`config.mk`:
```
export PLATFORM = sky130hd
export DESIGN_NAME = panel_loader
export DESIGN_NICKNAME = d
export VERILOG_FILES = /design/src/rtl/cpu_pkg.sv /design/src/rtl/wait_timer.sv /design/src/rtl/panel_loader.sv
export SDC_FILE = /design/constraint.sdc
export NUM_CORES = 1
export LEC_CHECK = 0
export ABC_AREA = 1
export BUFFER_PORTS_ARGS = -buffer_cell sky130_fd_sc_hd__buf_2
export CAP_MARGIN = 20
export CELL_PAD_IN_SITES_DETAIL_PLACEMENT = 1
export CELL_PAD_IN_SITES_GLOBAL_PLACEMENT = 1
export CORE_MARGIN = 10
export CORE_UTILIZATION = 38
export CTS_CLUSTER_DIAMETER = 200
export DETAILED_ROUTE_END_ITERATION = 10
export PLACE_DENSITY = 0.84
export SKIP_CTS_REPAIR_TIMING = 1
export SLEW_MARGIN = 20
export SYNTH_ARGS = -nofsm -noshare
export SYNTH_HDL_FRONTEND = slang
export SYNTH_SLANG_ARGS = --single-unit
```
`constraint.sdc`:
```
create_clock -name Clock -period 1.6 [get_ports Clock]
set_input_delay 0.32 -clock Clock [delete_from_list [all_inputs] [get_ports Clock]]
set_output_delay 0.32 -clock Clock [all_outputs]
set_load 0.02 [all_outputs]
```
`src/rtl/cpu_pkg.sv`:
```
// Shared types and default constants for the front-panel memory loader.
package cpu_pkg;

    localparam int unsigned ADDR_W_DEFAULT  = 8;
    localparam int unsigned TIMEOUT_DEFAULT = 255;

    typedef enum logic [1:0] {
        StIdle = 2'd0,
        StReq  = 2'd1,
        StFail = 2'd2
    } loader_state_e;

endpackage

```
`src/rtl/wait_timer.sv`:
```
// Cycle counter bounding how long a memory request may stay unacknowledged.
module wait_timer #(
    parameter int unsigned TIMEOUT = 255
) (
    input  logic clk,
    input  logic rst_n,
    input  logic clear,
    input  logic enable,
    output logic done
);

    localparam int unsigned CNT_W = (TIMEOUT > 1) ? $clog2(TIMEOUT + 1) : 1;
    localparam logic [CNT_W-1:0] LAST = CNT_W'(TIMEOUT - 1);

    logic [CNT_W-1:0] count_q;

    always_ff @(posedge clk or negedge rst_n) begin
        if (!rst_n) begin
            count_q <= '0;
        end else if (clear) begin
            count_q <= '0;
        end else if (enable && !done) begin
            count_q <= count_q + CNT_W'(1);
        end
    end

    // Terminal count: the TIMEOUT-th waiting cycle is in progress.
    assign done = (count_q == LAST);

endmodule

```
`src/rtl/panel_loader.sv`:
```
// Front-panel loader: switch-entered address/data words written to processor memory.
module panel_loader
    import cpu_pkg::*;
#(
    parameter int unsigned ADDR_W  = ADDR_W_DEFAULT,
    parameter int unsigned TIMEOUT = TIMEOUT_DEFAULT
) (
    input  logic              Clock,
    input  logic              Resetn,
    input  logic              Strobe,
    input  logic              Mode,
    input  logic [15:0]       SwData,
    output logic              MemReq,
    output logic [ADDR_W-1:0] MemAddr,
    output logic [15:0]       MemWData,
    input  logic              MemAck,
    output logic              Busy,
    output logic [ADDR_W-1:0] AddrOut,
    output logic [15:0]       LastData,
    output logic              Error,
    output logic              Overrun
);

    loader_state_e state_q;
    logic          armed_q;
    logic          stb;
    logic          timer_clear;
    logic          timer_enable;
    logic          timer_done;

    // The first edge after reset release never acts on a strobe.
    assign stb          = Strobe && armed_q;
    assign timer_clear  = (state_q != StReq);
    assign timer_enable = (state_q == StReq) && !MemAck;
    assign MemAddr      = AddrOut;

    wait_timer #(
        .TIMEOUT (TIMEOUT)
    ) u_wait_timer (
        .clk    (Clock),
        .rst_n  (Resetn),
        .clear  (timer_clear),
        .enable (timer_enable),
        .done   (timer_done)
    );

    always_ff @(posedge Clock or negedge Resetn) begin
        if (!Resetn) begin
            state_q  <= StIdle;
            armed_q  <= 1'b0;
            MemReq   <= 1'b0;
            Busy     <= 1'b0;
            AddrOut  <= '0;
            MemWData <= '0;
            LastData <= '0;
            Error    <= 1'b0;
            Overrun  <= 1'b0;
        end else begin
            armed_q <= 1'b1;
            unique case (state_q)
                StIdle: begin
                    if (stb && !Mode) begin
                        AddrOut <= SwData[ADDR_W-1:0];
                        Error   <= 1'b0;
                        Overrun <= 1'b0;
                    end else if (stb && Mode) begin
                        MemWData <= SwData;
                        state_q  <= StReq;
                        MemReq   <= 1'b1;
                        Busy     <= 1'b1;
                    end
                end
                StReq: begin
                    // An ack on the terminal cycle still completes the write.
                    if (MemAck) begin
                        state_q  <= StIdle;
                        MemReq   <= 1'b0;
                        Busy     <= 1'b0;
                        LastData <= MemWData;
                        AddrOut  <= AddrOut + ADDR_W'(1);
                    end else if (timer_done) begin
                        state_q <= StFail;
                        MemReq  <= 1'b0;
                        Error   <= 1'b1;
                    end
                    if (stb) Overrun <= 1'b1;
                end
                StFail: begin
                    state_q <= StIdle;
                    Busy    <= 1'b0;
                    if (stb) Overrun <= 1'b1;
                end
                default: begin
                    state_q <= StIdle;
                    MemReq  <= 1'b0;
                    Busy    <= 1'b0;
                end
            endcase
        end
    end

endmodule

```
==> results.yml <==
yosys:
  seq_area_frac_synth_pct: 51.79
  synth.area.mux_share_pct: 0.8004
  yosys_warnings: 0
  synth_xor_area_share_pct: 0.9887
  synth_nets: 349
  synthDistinctLibCells: 26
  synthAdderAreaFrac_pct: 2.825
  synth_seq_cells: 55
  yosys.area_share.simple_pct: 24.76
  yosys_most_used_dff: "dfrtp_1"
  synth.largest_area_cell: "dfrtp_1"
  synthTopCellsByArea: "dfrtp_1, nand2_1, o21ai_0, inv_1, nand3_1"
  netlist_area_sq_um: 2658
  synth-edff-count: 0
  syn_inst: 322
  async_flop_share_pct: 100.0
  synth_top_family_by_area: "simple AND/OR/NAND/NOR gates"
  synth.avg_cell_area_sq_um: 8.253
  netlist.area_leader.share_pct: 51.79
  synth-compound-area-share_pct: 9.087
worst_setup_path:
  path_max_fanout: 10
  slowest_stage: "dfrtp_1"
  crit_buf_inv: 4
  critPathLaunchType: "flop"
  reg2reg_slack_ns: 0.11
  cp-end-kind: "flop"
  path_cells: "inv_2 > ha_4 > inv_2 > nor2_4 > inv_2 > nand2_4 > inv_2 > nand2_1 > o21ai_0"
  worstReg2RegEnd: "AddrOut[4]$_DFFE_PN0P_"
  crit_top_cell: "inv_2"
  path_class: "reg2reg"
  cpPeakStageDelay_ns: 0.42
  critPathTopFamily: "flip-flops"
  reg2regPathDepth: 9
  arrival_ns: 1.68
  worstPathRequired_ns: 1.79
  rr_startpoint: "state_q[1]$_DFFE_PN0P_"
drt:
  totalWireLength_mm: 7.619
  vias: 2341
  routed_wire_length_per_instance_microns: 15.39
  drtIter0Drc: 66
  remaining_drc_errors: 0
  firstDrtPassIters: 4
  ant_nets: 0
  vias_per_cell: 4.729
grt:
  grt_pass1_wl_mm: 12.20
  antenna_found_initial: 0
  grt_max_degree: 56
  grt-ovfl-total: 0
  grt_pass1_vias: 2477
  grtUsageTotal_pct: 13.48
floorplan:
  ios: 73
  die_area_sq_um: 10740
  core_area_sq_um: 6794
  start_util_pct: 39.12
  rows: 30
  dieWidth_microns: 103.6
  die_y_microns: 103.6
run_status:
  violations: "hold timing"
  status: "finished with violations"
clock_network:
  clkLatencyLatePin_ns: 0.32
  clock_sinks: 55
  cts.clk_slew.worst_paths_ns: 0.10
  clock_path_buffers: 2
  numCtsBuffers: 5
  cts_tree: "done"
  root_buffer: "clkbuf_8"
  htreeDepth: 2
sta:
  finalSetupTns_ns: 0
  setup_slack_ns: 0.1132
  max_freq_mhz: 672.6
  min_period_ns: 1.487
  drv_slew: 0
  setup_viol: 0
  period_share_pct: 92.92
  fin_skew_ns: 0.007998
  finalHoldViolCount: 40
  worst_hold_slack_ns: -0.01201
placement:
  place_ws_ns: -0.05156
  hpwl_mm: 5.629
  numPortBuffers: 72
  routabilityCongestion: 0.8207
layout:
  nets: 425
  num-fill-cells: 842
  layout-drive-gt1-share_pct: 28.82
  antennaDiodeCount: 0
  area_growth_pct: 24.95
power:
  ir_worst_vdd_mv: 0.7275
  powerDensity_nw_per_um2: 2060
  p_leak_nw: 1.748
  total_power_mw: 6.840
min_path:
  hp-class: "in2async"
run:
  drv_cap: 0
==> cell families after synthesis <==
family / count (synthesis)
buffers and inverters: 54
and+or+nand+nor: 153
AOI/OAI and AO/OA: 48
other: 1
xor gates and xnor gates: 3
adders and majority gates: 6
DFF: 55
muxes: 2
==> layout by cell type, fill, tap and decap left out, drive strengths merged, types with 2 or more instances in the layout <==
cell type / n
a21oi: 2
ha: 6
nand3: 16
buf: 86
xor2: 3
nor2: 20
nand2: 110
o21ai: 45
nand4: 5
inv: 37
clkbuf: 6
dfrtp: 55
==> power by group <==
group          switching, mW  total (mW)  internal [mW]
clock                  0.485        1.00          0.516
sequential             0.443        2.42           1.97
combinational           2.26        3.42           1.17
total                   3.18        6.84           3.66
==> stage by stage <==
stage / util, % / cells / cell area [sq um]
6_report: 48.88 / 495 / 3321
5_1_grt: 48.88 / 495 / 3321
4_1_cts: 47.70 / 490 / 3241
3_5_place_dp: 45.91 / 482 / 3119
3_3_place_gp: 45.91 / 482 / 3119
2_1_floorplan: - / 322 / 2658
==> synth_stat cells (2+ instances only) <==
| cell type | n |
|---|---|
| nand2_1 | 104 |
| dfrtp_1 | 55 |
| o21ai_0 | 40 |
| inv_1 | 34 |
| nor2_1 | 18 |
| nand3_1 | 16 |
| buf_4 | 9 |
| ha_1 | 6 |
| buf_2 | 5 |
| nand4_1 | 5 |
| o21ai_1 | 5 |
| nand2_2 | 3 |
| nand2_4 | 3 |
| xor2_1 | 3 |
| a21oi_1 | 2 |
| clkbuf_1 | 2 |
| inv_2 | 2 |
| nor2_4 | 2 |
==> worst register-to-register path: stages, from the launching register on <==
cell and delay (ns):
dfrtp_1 0.42, inv_2 0.11, ha_4 0.16, inv_2 0.06
nor2_4 0.16, inv_2 0.09, nand2_4 0.12, inv_2 0.08
nand2_1 0.08, o21ai_0 0.10
==> layout make-up <==
type	count	area (sq um)	area share, %
Sequential cell	55	1378	41.48
Clock inverter	2	38.79	1.168
Clock buffer	6	82.58	2.487
Multi-Input combinational cell	213	1067	32.14
Timing Repair Buffer	86	490.5	14.77
Inverter	37	143.9	4.333
Tap cell	96	120.1	3.617
==> sequential cells by signal (all words and copies together) (netlist names) <==
| register | flops |
|---|---|
| armed_q | 1 |
| Busy | 1 |
| MemWData | 16 |
| MemReq | 1 |
| state_q | 2 |
| AddrOut | 8 |
| Error | 1 |
| LastData | 16 |
| u_wait_timer.count_q | 8 |
| Overrun | 1 |
==> per-layer routing <==
layer	routed length, microns	global-route usage, %	vias up	part of all wire (%)
met4	94	4.032	0	1.2
met2	3642	22.16	57	48
li1	-	-	1149	-
met1	3458	16.83	1128	45
met3	424	3.532	7	5.6
met5	0	0	-	0
==> worst max path at each step <==
stage / end / slack [ns] / depth (start not counted) / from
floorplan: LastData[0]$_DFFE_PN0P_ / 0.25 / 6 / state_q[1]$_DFFE_PN0P_
global placement: AddrOut[4]$_DFFE_PN0P_ / 0.08 / 7 / state_q[0]$_DFFE_PN0P_
detailed placement: AddrOut[4]$_DFFE_PN0P_ / -0.05 / 8 / state_q[0]$_DFFE_PN0P_
CTS: AddrOut[4]$_DFFE_PN0P_ / -0.14 / 8 / state_q[0]$_DFFE_PN0P_
global route: AddrOut[4]$_DFFE_PN0P_ / -0.001 / 9 / state_q[1]$_DFFE_PN0P_
finish: AddrOut[4]$_DFFE_PN0P_ / 0.11 / 9 / state_q[1]$_DFFE_PN0P_
Note: power is estimated with default switching activity, not from simulation.
